===== config.mk =====
export PLATFORM = sky130hd
export DESIGN_NAME = sevenseg_scan_driver_flat
export DESIGN_NICKNAME = d
export VERILOG_FILES = /design/src/rtl/sevenseg_scan_driver_if.sv /design/src/rtl/sevenseg_scan_driver.sv /design/src/flat_wrapper.sv
export SDC_FILE = /design/constraint.sdc
export NUM_CORES = 1
export LEC_CHECK = 0
export CAP_MARGIN = 20
export CORE_ASPECT_RATIO = 0.75
export CORE_UTILIZATION = 40
export DETAILED_ROUTE_END_ITERATION = 10
export PLACE_DENSITY = 0.61
export SLEW_MARGIN = 20
export SYNTH_ARGS = -nofsm -noshare
export SYNTH_HDL_FRONTEND = slang
export SYNTH_SLANG_ARGS = --single-unit

===== constraint.sdc =====
create_clock -name clk -period 3.5 [get_ports clk]
set_input_delay 0.7 -clock clk [delete_from_list [all_inputs] [get_ports clk]]
set_output_delay 0.7 -clock clk [all_outputs]
set_load 0.01 [all_outputs]

===== src/rtl/sevenseg_scan_driver_if.sv =====
// -----------------------------------------------------------------------------
// sevenseg_scan_driver_if
//   Bundles the digit-data inputs and the display outputs of
//   sevenseg_scan_driver.
//
//   Signals (NDIG = digit count):
//     bcd_in     [4*NDIG] packed BCD, digit i = bcd_in[4i+3:4i], digit 0 rightmost
//     dp_in      [NDIG]   decimal point request per digit, active high
//     load                capture strobe for bcd_in/dp_in
//     seg_n      [7]      segments {g,f,e,d,c,b,a}, active low
//     dp_n                decimal point, active low
//     an_n       [NDIG]   digit enables, active low, at most one low
//     frame_done          one-cycle pulse on wrap from digit NDIG-1 to 0
//
//   Modports:
//     master - the data source (BCD counters) that also observes the display
//     slave  - the scan driver itself
// -----------------------------------------------------------------------------
interface sevenseg_scan_driver_if #(
  parameter int unsigned NDIG = 4
);
  logic [4*NDIG-1:0] bcd_in;
  logic [NDIG-1:0]   dp_in;
  logic              load;
  logic [6:0]        seg_n;
  logic              dp_n;
  logic [NDIG-1:0]   an_n;
  logic              frame_done;

  modport master (
    output bcd_in, dp_in, load,
    input  seg_n, dp_n, an_n, frame_done
  );

  modport slave (
    input  bcd_in, dp_in, load,
    output seg_n, dp_n, an_n, frame_done
  );
endinterface


===== src/rtl/sevenseg_scan_driver.sv =====
// -----------------------------------------------------------------------------
// sevenseg_scan_driver
//   Time-multiplexed driver for a common-anode multi-digit 7-segment display.
//   Latches NDIG packed BCD digits plus decimal points, scans them one digit
//   per SCAN_DIV clock cycles, decodes the selected digit to active-low
//   segments and drives one active-low anode. The first BLANK_CYC cycles of
//   every digit slot are an all-off guard interval that suppresses ghosting.
//   All display outputs are registered (1 cycle after the pc/idx state).
//
//   Parameters:
//     NDIG      digits scanned (2..8)
//     SCAN_DIV  clock cycles per digit slot (>= 2)
//     BLANK_CYC guard cycles at the start of each slot (0 <= BLANK_CYC < SCAN_DIV)
//
//   Ports:
//     clk   system clock
//     rst   asynchronous, active-high reset
//     bus   sevenseg_scan_driver_if.slave: bcd_in, dp_in, load in;
//           seg_n, dp_n, an_n, frame_done out
//
//   Optional feature:
//     SEVENSEG_LEADING_ZERO_BLANK_EN - when defined, digit i>0 shows all
//     segments off while digit i and every higher digit latch as 0. Its anode
//     still asserts on schedule and dp_n still follows its decimal point.
//     Digit 0 is never blanked. Undefined: leading zeros are displayed.
// -----------------------------------------------------------------------------
module sevenseg_scan_driver #(
  parameter int unsigned NDIG      = 4,
  parameter int unsigned SCAN_DIV  = 100000,
  parameter int unsigned BLANK_CYC = 1
) (
  input  logic                  clk,
  input  logic                  rst,
  sevenseg_scan_driver_if.slave bus
);

  localparam int unsigned PCW = (SCAN_DIV > 2) ? $clog2(SCAN_DIV) : 1;
  localparam int unsigned IDW = (NDIG > 2) ? $clog2(NDIG) : 1;

  localparam logic [PCW-1:0] PC_LAST  = PCW'(SCAN_DIV - 1);
  localparam logic [IDW-1:0] IDX_LAST = IDW'(NDIG - 1);

  localparam logic [6:0] SEG_OFF = 7'h7F;

  // ---------------------------------------------------------------------------
  // State
  // ---------------------------------------------------------------------------
  logic [PCW-1:0]    pc;       // position inside the current digit slot
  logic [IDW-1:0]    idx;      // digit currently being scanned
  logic [4*NDIG-1:0] dig_q;    // latched BCD digits
  logic [NDIG-1:0]   dp_q;     // latched decimal points

  // ---------------------------------------------------------------------------
  // Combinational slot decode
  // ---------------------------------------------------------------------------
  logic            pc_wrap;    // last cycle of the current slot
  logic            frame_wrap; // last cycle of the last slot of the frame
  logic            guard;      // current cycle is in the all-off interval
  logic [3:0]      cur_dig;
  logic            cur_dp;
  logic            cur_blank;
  logic [NDIG-1:0] zero_from;  // zero_from[i]: digits i..NDIG-1 all latch 0
  logic [6:0]      seg_d;
  logic            dp_d;
  logic [NDIG-1:0] an_d;
  logic            fd_d;

  function automatic logic [6:0] decode(input logic [3:0] d);
    logic [6:0] s;
    case (d)
      4'd0:    s = 7'b1000000;
      4'd1:    s = 7'b1111001;
      4'd2:    s = 7'b0100100;
      4'd3:    s = 7'b0110000;
      4'd4:    s = 7'b0011001;
      4'd5:    s = 7'b0010010;
      4'd6:    s = 7'b0000010;
      4'd7:    s = 7'b1111000;
      4'd8:    s = 7'b0000000;
      4'd9:    s = 7'b0010000;
      default: s = 7'b0111111; // non-BCD: dash (segment g only)
    endcase
    return s;
  endfunction

  assign pc_wrap    = (pc == PC_LAST);
  assign frame_wrap = pc_wrap && (idx == IDX_LAST);

  // A zero-length guard makes the compare constant, so it is elaborated away.
  generate
    if (BLANK_CYC == 0) begin : g_no_guard
      assign guard = 1'b0;
    end else begin : g_guard
      localparam logic [PCW-1:0] PC_BLANK = PCW'(BLANK_CYC);
      assign guard = (pc < PC_BLANK);
    end
  endgenerate

`ifdef SEVENSEG_LEADING_ZERO_BLANK_EN
  // Suffix-AND from the most significant digit downwards.
  always_comb begin
    zero_from = '0;
    zero_from[NDIG-1] = (dig_q[4*NDIG-1 -: 4] == 4'd0);
    for (int unsigned k = 1; k < NDIG; k++) begin
      zero_from[NDIG-1-k] = zero_from[NDIG-k] && (dig_q[4*(NDIG-1-k) +: 4] == 4'd0);
    end
  end
`else
  assign zero_from = '0;
`endif

  // Select the active digit's data and build the one-hot anode pattern.
  always_comb begin
    cur_dig   = '0;
    cur_dp    = 1'b0;
    cur_blank = 1'b0;
    an_d      = '1;
    for (int unsigned i = 0; i < NDIG; i++) begin
      if (idx == IDW'(i)) begin
        cur_dig   = dig_q[4*i +: 4];
        cur_dp    = dp_q[i];
        cur_blank = (i != 0) && zero_from[i];
        an_d[i]   = 1'b0;
      end
    end
  end

  always_comb begin
    seg_d = SEG_OFF;
    dp_d  = 1'b1;
    fd_d  = frame_wrap;
    if (guard) begin
      an_d_guard_dummy: begin end
    end else begin
      seg_d = cur_blank ? SEG_OFF : decode(cur_dig);
      dp_d  = ~cur_dp;
    end
  end

  // ---------------------------------------------------------------------------
  // Prescaler, digit index and input latches
  // ---------------------------------------------------------------------------
  always_ff @(posedge clk or posedge rst) begin
    if (rst) begin
      pc  <= '0;
      idx <= '0;
    end else if (pc_wrap) begin
      pc  <= '0;
      idx <= (idx == IDX_LAST) ? '0 : idx + 1'b1;
    end else begin
      pc  <= pc + 1'b1;
    end
  end

  always_ff @(posedge clk or posedge rst) begin
    if (rst) begin
      dig_q <= '0;
      dp_q  <= '0;
    end else if (bus.load) begin
      dig_q <= bus.bcd_in;
      dp_q  <= bus.dp_in;
    end
  end

  // ---------------------------------------------------------------------------
  // Registered display outputs
  // ---------------------------------------------------------------------------
  always_ff @(posedge clk or posedge rst) begin
    if (rst) begin
      bus.seg_n      <= SEG_OFF;
      bus.dp_n       <= 1'b1;
      bus.an_n       <= '1;
      bus.frame_done <= 1'b0;
    end else begin
      bus.seg_n      <= seg_d;
      bus.dp_n       <= dp_d;
      bus.an_n       <= guard ? '1 : an_d;
      bus.frame_done <= fd_d;
    end
  end

endmodule


===== src/flat_wrapper.sv =====
// flat-port wrapper written by rule: the top's interface ports become plain ports
module sevenseg_scan_driver_flat 
#(
  parameter int unsigned NDIG      = 4,
  parameter int unsigned SCAN_DIV  = 100000,
  parameter int unsigned BLANK_CYC = 1
)
  (clk, rst, bus_bcd_in, bus_dp_in, bus_load, bus_seg_n, bus_dp_n, bus_an_n, bus_frame_done);
  sevenseg_scan_driver_if #(.NDIG(NDIG)) bus_i ();
  input  logic clk;
  input  logic rst;
  input wire logic [$bits(bus_i.bcd_in)-1:0] bus_bcd_in;
  input wire logic [$bits(bus_i.dp_in)-1:0] bus_dp_in;
  input wire logic [$bits(bus_i.load)-1:0] bus_load;
  output wire logic [$bits(bus_i.seg_n)-1:0] bus_seg_n;
  output wire logic [$bits(bus_i.dp_n)-1:0] bus_dp_n;
  output wire logic [$bits(bus_i.an_n)-1:0] bus_an_n;
  output wire logic [$bits(bus_i.frame_done)-1:0] bus_frame_done;
  assign bus_i.bcd_in = bus_bcd_in;
  assign bus_i.dp_in = bus_dp_in;
  assign bus_i.load = bus_load;
  assign bus_seg_n = bus_i.seg_n;
  assign bus_dp_n = bus_i.dp_n;
  assign bus_an_n = bus_i.an_n;
  assign bus_frame_done = bus_i.frame_done;
  sevenseg_scan_driver #(.NDIG(NDIG), .SCAN_DIV(SCAN_DIV), .BLANK_CYC(BLANK_CYC)) u_core (.clk(clk), .rst(rst), .bus(bus_i));
endmodule

==> results.sh <==
export IMPL_outcome="finished clean"
export IMPL_fin_util_pct=52.2
export IMPL_worstPathArrival_ns=2.53
export IMPL_setup_viol=0
export IMPL_dp_cells=305
export IMPL_portBuffers=35
export IMPL_clk_path_buf_depth=2
export IMPL_dp_slack_ns=1.17
export IMPL_drt_pass1_iter_count=4
export IMPL_maxCapViolations=0
export IMPL_leakagePower_nw=1.20
export IMPL_synth_top_area_share_pct=41.9
export IMPL_gr_total_overflow=0
export IMPL_cts_root_buf="clkbuf_8"
export IMPL_grt_pass1_wl_um=7360
export IMPL_drt_iter0_drc=88
export IMPL_grt_pass1_vias=1461
export IMPL_period_needed_ns=2.27
export IMPL_synth_distinct_cells=52
export IMPL_holdWs_ns=0.506
export IMPL_cts_tree="yes"
export IMPL_antenna_found_initial=0
export IMPL_cts_buffers=5
export IMPL_finalWorstSetupSlack_ns=1.23
export IMPL_fin_cells=313
export IMPL_path_clk_slew_ns=0.10
export IMPL_postCtsSetupBuffers=0
export IMPL_die_w_um=91.3
export IMPL_drtAntennaViolNets=0
export IMPL_cts_sinks=52
export IMPL_vias=1562
export IMPL_final_common_cell="dfrtp_1"
export IMPL_ios=36
export IMPL_async_flop_share_pct=100
export IMPL_synth_area_mm2=0.00239
export IMPL_crit_type="reg -> reg"
export IMPL_fmax_mhz=441
export IMPL_synth_top_area_cell="dfrtp_1"
export IMPL_synth_ff_type="dfrtp_1"
export IMPL_seq_area_frac_synth_pct=55.0
export IMPL_wirelength_um=4520
export IMPL_rsz0062_at_grt="false"
export IMPL_hold_violations=0
export IMPL_hold_buffers=0
export IMPL_synth_avg_cell_area_um2=12.0
export IMPL_synth_edf_count=0
export IMPL_slew_violations=0
export IMPL_cp_data_required_time_ns=3.76
export IMPL_final_cell_mix="40 x dfrtp_1, 35 x clkdlybuf4s50_1, 20 x mux2_2"
export IMPL_core_region_area_mm2=0.00555
export IMPL_diodes=0
export IMPL_synth_seq_cells=52
export IMPL_layout_drive_gt1_share_pct=23.9
export IMPL_grt_max_degree=35
export IMPL_gp_congestion=0.735
export IMPL_cp_start_kind="flip-flop"
export IMPL_ir_worst_vdd_v=0.000219
export IMPL_cp_end_kind="flip-flop"
export IMPL_syn_inst=200
export IMPL_route_detailed_drc=0
export IMPL_hold_path_class="reg -> reg"
export IMPL_dieArea_mm2=0.00629
export IMPL_grt_util_all_layers_pct=15.6
export IMPL_clock_skew_final_ns=0.0101
export IMPL_crit_path_max_fanout=12
export IMPL_period_share_pct=64.8
export IMPL_routed_via_density=4.99
export IMPL_slew_headroom_pct=40.9
export IMPL_dp_hpwl_um=3220
export IMPL_row_count=23
export IMPL_area_growth_pct=21.2
export IMPL_cts_max_level=2
export IMPL_start_util_pct=43.1
export IMPL_power_density_mw_per_mm2=408
export IMPL_synth_area_leaders="dfrtp_1 42%, dfstp_2 13%, mux2_2 9.4%"
export IMPL_synth_fp_nets=229
export IMPL_nNetsFinal=266
export IMPL_worst_pin_slew_ns=0.884
export IMPL_fin_setup_tns_ns=0
export IMPL_clk_latency_ns=0.31
export IMPL_r2r_slack_ns=1.23
export IMPL_wire_per_inst_um=14.4
export IMPL_cts_resized=0
export IMPL_dieHeight_um=69.0
export IMPL_yosys_warnings=0
[where the power goes]
part,leakage [nW],switching [W],internal (W)
Sequential,0.625,0.0000170,0.000648
Clock,0.0445,0.000199,0.000161
Combinational,0.533,0.0000653,0.0000912
[per-layer routing]
layer	track usage [%]	part of all wire (%)	vias up
met4	5.95	1.0	0
met1	23.7	54	743
met5	0	0	-
met2	21.4	41	36
li1	-	-	776
met3	3.62	3.9	7
[cells in the mapped netlist (all sizes together) (2+ instances only)]
master / instances
mux2: 20
xor2: 7
nor3: 4
dfstp: 12
nor2b: 3
o31ai: 2
and2: 2
nand2: 17
ha: 6
and4: 2
o22ai: 3
inv: 5
a21oi: 6
nand4: 6
nand3: 7
o21ai: 5
a22oi: 2
nor2: 17
dfrtp: 40
buf: 5
clkbuf: 2
nor4: 3
xnor2: 8
[state kept, by name (all words and copies together) (netlist names)]
| signal | flops |
|---|---|
| u_core.bus.an_n | 4 |
| u_core.dig_q | 16 |
| u_core.bus.frame_done | 1 |
| u_core.bus.dp_n | 1 |
| u_core.dp_q | 4 |
| u_core.idx | 2 |
| u_core.pc | 17 |
| u_core.bus.seg_n | 7 |
[per-stage QoR]
stage | power [W] | area, um2
2_1_floorplan | 0.000763 | 2390
3_3_place_gp | 0.000832 | 2810
3_5_place_dp | 0.000834 | 2810
4_1_cts | 0.00119 | 2900
5_1_grt | 0.00123 | 2900
6_report | 0.00118 | 2900
[path summary, 6_finish.rpt]
path,startpoint,to,depth (start not counted)
setup / recovery,u_core.pc[3],u_core.bus.seg_n[4],5
hold / removal,u_core.pc[0],u_core.pc[0],1
setup reg to reg,u_core.pc[3],u_core.bus.seg_n[4],5
hold reg to reg,u_core.pc[0],u_core.pc[0],1
max in group asynchronous,rst,u_core.bus.an_n[1],3
min in group asynchronous,rst,u_core.idx[0],2
[cell families after synthesis]
family | synth area share [%]
mux | 9.42
buf+inv | 2.67
compound gates | 8.90
flops | 55.0
fa+ha+maj | 3.14
simple gates | 15.3
xor+xnor | 5.49
[critical path: stages, from the launching register on]
cell and delay (ns):
dfrtp_1 0.44, or4_1 0.55, nor3_2 0.16, nand4_1 0.55, a21boi_1 0.34, or3b_1 0.19
[area by class of cell]
cell class | instances | area [um2]
inverters | 5 | 18.8
multi-input cells | 136 | 1010
clock inverters | 1 | 7.51
fillers | 495 | 2660
well taps | 75 | 93.8
clock buffers | 7 | 86.3
flip-flops and latches | 52 | 1320
repair buffers | 37 | 365
(Power assumes the default switching activity.)
==> RTL edit 1 (same settings) <==
Add a define of `SEVENSEG_LEADING_ZERO_BLANK_EN`.
--- a/src/rtl/sevenseg_scan_driver.sv
+++ b/src/rtl/sevenseg_scan_driver.sv
@@ -26,2 +26,4 @@
 // -----------------------------------------------------------------------------
+`define SEVENSEG_LEADING_ZERO_BLANK_EN
+
 module sevenseg_scan_driver #(
Check against the original RTL: no difference found for any inputs over 10 cycles, from zero or initial values and one cycle with rst high; that may be too few to reach the edited logic, so the function may still have changed.
==> RTL edit 1 against the unedited design <==
Sequential cell count stayed put; total power fell by 2.4%; first-iteration DRC count shrank 19%; hold slack gained 6.3 ps; cell count grew 7.0%; count of clock-buffer cells in the layout shrank 1; setup slack got worse by 78 ps; wire length grew 0.55%; synthesized area grew 1.6%; design area rose by 1.8%; global-route usage is 0.32 points higher; critical path depth grew 3.
==> RTL edit 1: results (changes against the unedited design) <==
* Via Count: 1709 (+9.4%)
* Placed instance area: 0.00287 mm^2 (+2.2%)
- Count of different cell masters after synthesis: 39 (-25%)
- Gr usage total: 16.0% (+0.32 points)
* Data arrival time of the critical path: 2580 ps (+50 ps)
- Wire length of the first global-routing pass: 7960 um (+8.1%)
* Via count of the first global-routing pass: 1629 (+11%)
- The number of logic inverters in the finished layout is 7 (+2).
- The HPWL after detailed placement is 3370 um (+4.7%).
- The leakage power summed over all cells is 1.21 nW (+0.32%).
* Number of design-rule violations left by the first detailed-router iteration: 71 (-19%)
- Plain + repair buffers: 38 (+2.7%)
* Fraction of final layout cells sized beyond drive strength 1: 18.3% (-5.7 points)
- The number of flip-flops and latches is 52 (unchanged).
- The post-synthesis area per instance was 11.1 um^2 (-6.8%).
* Status: finished, final reports clean
* Number of tapcells: 78 (+4.0%)
* Clk_skew: 11.2 ps (+1.02 ps)
- The maximum cell stage delay along the critical path was 510 ps (-40 ps).
* Largest driver fanout on the critical path: 13 (+1)
- Period utilisation layout: 67.0% (+2.2 points)
- In this run the critical register-to-register path is launched from u_core.idx[1].
* Share of flip-flops with an asynchronous set or reset: 100% (unchanged)
- The maximum number of pins on one net before global-route repair was 25 (-29%).
- Via/cell ratio: 5.10 (+2.2%)
- Worst Hold Margin: 512 ps (+6.29 ps)
- Multi-input combinational gate total: 152 (+12%)
* XOR/XNOR Fraction of Synth Area: 4.69% (-0.81 points)
- Adder-cell share of the synthesized area: 3.09% (-0.049 points)
- Filler instances: 538 (+8.7%)
- By count the netlist is led by dfrtp_1 (40), mux2_2 (19), nand2_1 (19).
- Routed WL per cell: 13.6 um (-6.1%)
* Worst r2r dst: u_core.bus.seg_n[3]
- R2r setup slk: 1150 ps (-80 ps)
- The final standard cell utilization of the core was 50.7% (-1.5 points).
* Internal power contribution: 873 uW (-3.0%)
* Hold EP: u_core.pc[14]
* Total area of multi-input combinational cells: 0.00105 mm^2 (+4.3%)
* Master of the slowest instance on the critical path: a211oi_2
* Family with the most delay on the worst path: compound AO/OA/AOI/OAI gates
- Root buffer selected by CTS: clkbuf_8
* Fraction of area in clock buffers and inverters: 2.84% (-0.40 points)
- Leading cell types by total area after synthesis: dfrtp_1 (41%), dfstp_2 (13%), mux2_2 (8.8%)
* Sequential fraction of the synthesis area: 54.2% (-0.85 points)
- Initial antenna violation count: 0 (unchanged)
- The mux contribution to synthesized area came to 9.63% (+0.22 points).
* Slew margin rel.: 37.8% (-3.1 points)
- In this run the most critical hold path is launched from u_core.pc[14].
- RD Place Congestion: 0.755 (+2.6%)
[RTL edit 1: cell types whose count changed after synthesis, sizes merged, moves of 3 or more]
cell | unedited run | this run
a211oi | 1 | 7
nand3b | 1 | 5
o21ai | 5 | 14
nor2b | 3 | 8
o22ai | 3 | 0
nor4 | 3 | 6
[RTL edit 1: metal layers]
layer | share of wire, % | up-vias | wire (um) | GRT usage, %
met2 | 39 | 38 | 1780 | 21.4
met5 | 0 | - | 0 | 0
met3 | 3.8 | 7 | 174 | 3.18
li1 | - | 842 | - | -
met4 | 1.9 | 0 | 85 | 6.77
met1 | 55 | 822 | 2510 | 24.8
[RTL edit 1: power by group through the flow]
stage	combinational [mW]	sequential [mW]	clock [mW]
final	0.150	0.668	0.335
after global routing	0.167	0.673	0.375
after CTS	0.152	0.668	0.348
after detailed placement	0.152	0.680	0
after global placement	0.150	0.680	0
after floorplan	0.0748	0.682	0
==> RTL edit 2 (same flow settings) <==
Made on the original files. Make the reset (`rst`) synchronous in 3 clocked blocks. Comments in the files are not updated.
--- a/src/rtl/sevenseg_scan_driver.sv
+++ b/src/rtl/sevenseg_scan_driver.sv
@@ -142,3 +142,3 @@
   // ---------------------------------------------------------------------------
-  always_ff @(posedge clk or posedge rst) begin
+  always_ff @(posedge clk) begin
     if (rst) begin
@@ -154,3 +154,3 @@
 
-  always_ff @(posedge clk or posedge rst) begin
+  always_ff @(posedge clk) begin
     if (rst) begin
@@ -167,3 +167,3 @@
   // ---------------------------------------------------------------------------
-  always_ff @(posedge clk or posedge rst) begin
+  always_ff @(posedge clk) begin
     if (rst) begin
Behaviour: differs if rst is asserted again (counterexample within 4 cycles, from zero or initial values and one cycle with rst high); with rst held inactive, the same outputs for 10 cycles.
==> RTL edit 2 against the unedited design <==
Wire length is 10% higher; critical path depth up 3; design area is 0.56% higher; hold slack better by 7.7 ps; die area is 2.1% higher; count of clock-buffer cells in the layout shrank 1; sequential share of layout area down 9.7 points; non-clock buffer count unchanged; total power shrank 7.2%; sequential cell count is the same; synthesized area increased by 2.1%; sequential power fell by 4.4%; setup slack got worse by 390 ps; synthesized cell count increased by 30%; critical path type unchanged.
==> RTL edit 2: results (changes against the unedited design) <==
- The run finished with clean final reports.
- Maximum clock path buffer count: 2 (unchanged)
* Met1 wire length: 2730 um (+12%)
- The number of signal-net buffers in the layout was 37 (unchanged).
- Top layer used by detailed routing: met4
* Share of final layout cell area taken by non-clock buffers: 12.5% (-0.070 points)
* Fraction of final layout cells sized beyond drive strength 1: 6.48% (-17 points)
- The largest registers in the layout are u_core.pc x17, u_core.dig_q x16, u_core.bus.seg_n x7.
* Total number of H-tree levels: 2 (unchanged)
- The met2 global-route usage is 22.6% (+1.2 points).
- Via/cell ratio: 5.05 (+1.1%)
- Tightest Hold Check Type: reg -> reg
- DR pass1 iterations: 5 (+1)
* Master of the slowest instance on the critical path: a211oi_1
- Gr usage total: 16.4% (+0.79 points)
* Total length of routed met3 wires: 253 um (+44%)
- The leakage power summed over all cells came to 1.11 nW (-8.0%).
- Slew margin rel.: 54.7% (+14 points)
- Worst-Skew Late Latency: around 300 ps
* Share of the final layout cell area in multi-input gates: 44.3% (+9.5 points)
- The global routing met1 resource utilization is 25.0% (+1.3 points).
* HPWL after DPL: 3670 um (+14%)
- Via count of the first global-routing pass: 1689 (+16%)
* IR Drop Worst-Case VDD: 162 uV (-26%)
- Multi-input combinational gate total: 186 (+37%)
- CP peak stage delay: 610 ps (+60 ps)
- Number of design-rule violations left by the first detailed-router iteration: 78 (-11%)
- The clock skew after layout was 9.16 ps (-0.991 ps).
- Area taken by flip-flops and latches: 0.00104 mm^2 (-21%)
* Family with the most delay on the worst path: compound AO/OA/AOI/OAI gates
- Net count, final: 327 (+23%)
* Sequential fraction of the synthesis area: 42.6% (-12 points)
* Pin count of the biggest net entering global routing: 27 (-23%)
* Worst Hold Margin: 514 ps (+7.72 ps)
* Port-buffer cells: 35 (unchanged)
- The worst endpoint data arrival time came to 2870 ps (+340 ps).
- Fraction of area in clock buffers and inverters: 2.66% (-0.58 points)
- The critical-path maximum fanout is 17 (+5).
- The detailed-route wire length per cell is 13.4 um (-7.1%).
- Leading cell types by count after synthesis: dfxtp_1 (52), nor2_1 (42), mux2i_1 (22)
* Nonclk inv count: 11 (+6)
* Sequential cell count: 52 (unchanged)
- Filler instances: 594 (+20%)
- RD Place Congestion: 0.756 (+2.8%)
- The fraction of synthesis flops using an asynchronous set or reset pin was 0% (-100 points).
- The Yosys warning count was 0 (unchanged).
- Clock buffer instance count of the final layout: 6 (-1)
- For this run, the leading register cell type out of synthesis is dfxtp_1.
* Synthesized net count: 294 (+28%)
- By area the synthesized netlist is led by dfxtp_1 (43%), mux2i_1 (9.0%), nor2_1 (6.5%).
- The wire length of the first global-routing pass is 8330 um (+13%).
- R2r setup slk: 850 ps (-390 ps)
* Met2 WL: 1970 um (+6.2%)
- The TritonCTS buffer count is 5 (unchanged).
* Number of resized instances in the post-cts repair step: 0 (unchanged)
- Clock slew at reported path FFs: around 90 ps
- GR Layer Usage met3: 4.06% (+0.44 points)
- The number of library cell types mapped by synthesis came to 42 (-19%).
==> RTL edit 2: cell count changes after synthesis, sizes merged, moves of 5 or more <==
| cell | delta |
|---|---|
| a211oi | +8 |
| ha | +5 |
| dfstp | -12 |
| mux2i | +22 |
| inv | +6 |
| dfxtp | +52 |
| dfrtp | -40 |
| mux2 | -20 |
| nor2 | +25 |
| nor3b | +5 |
==> RTL edit 2: path summary, 6_finish.rpt <==
path | startpoint | to | cells after the start
max | u_core.idx[0] | u_core.bus.seg_n[4] | 8
min | u_core.dig_q[8] | u_core.dig_q[8] | 2
max reg2reg | u_core.idx[0] | u_core.bus.seg_n[4] | 8
min reg2reg | u_core.dig_q[8] | u_core.dig_q[8] | 2
==> RTL edit 2: per-stage QoR <==
stage	instances	setup WS [ps]	util (%)	total power, mW	cell area, um^2
after floorplan	260	1310	-	0.726	2440
after global placement	364	1050	48.5	0.788	2840
after detailed placement	364	866	48.5	0.789	2840
after CTS	371	834	49.8	1.11	2920
after global routing	371	563	49.8	1.15	2920
final	371	847	49.8	1.10	2920
==> RTL edit 2: logic make-up (layout without fill, tap and decap cells) <==
kind of cell	Yosys count	after routing	synth area share, %
and+or+nand+nor	108	108	23.6
DFF	52	52	42.6
AOI/OAI and AO/OA	30	30	9.27
muxes	22	22	9.02
buffers and inverters	22	55	4.46
xor gates and xnor gates	15	15	5.38
adders and majority gates	11	11	5.64
==> RTL edit 2: where the power goes <==
part           internal, mW  switching [mW]  leakage, nW
clock                 0.137           0.186       0.0410
sequential            0.618          0.0173        0.426
combinational        0.0768          0.0617        0.639
total                 0.832           0.265         1.11
==> RTL edit 2: worst register-to-register path, cell delays in order (launching register included) <==
cell      delay [ps]
dfxtp_1          400
ha_1             540
a211oi_1         120
a211oi_1         610
inv_1            190
ha_1             240
nor3_1           190
a221oi_1         100
o21ai_0          200
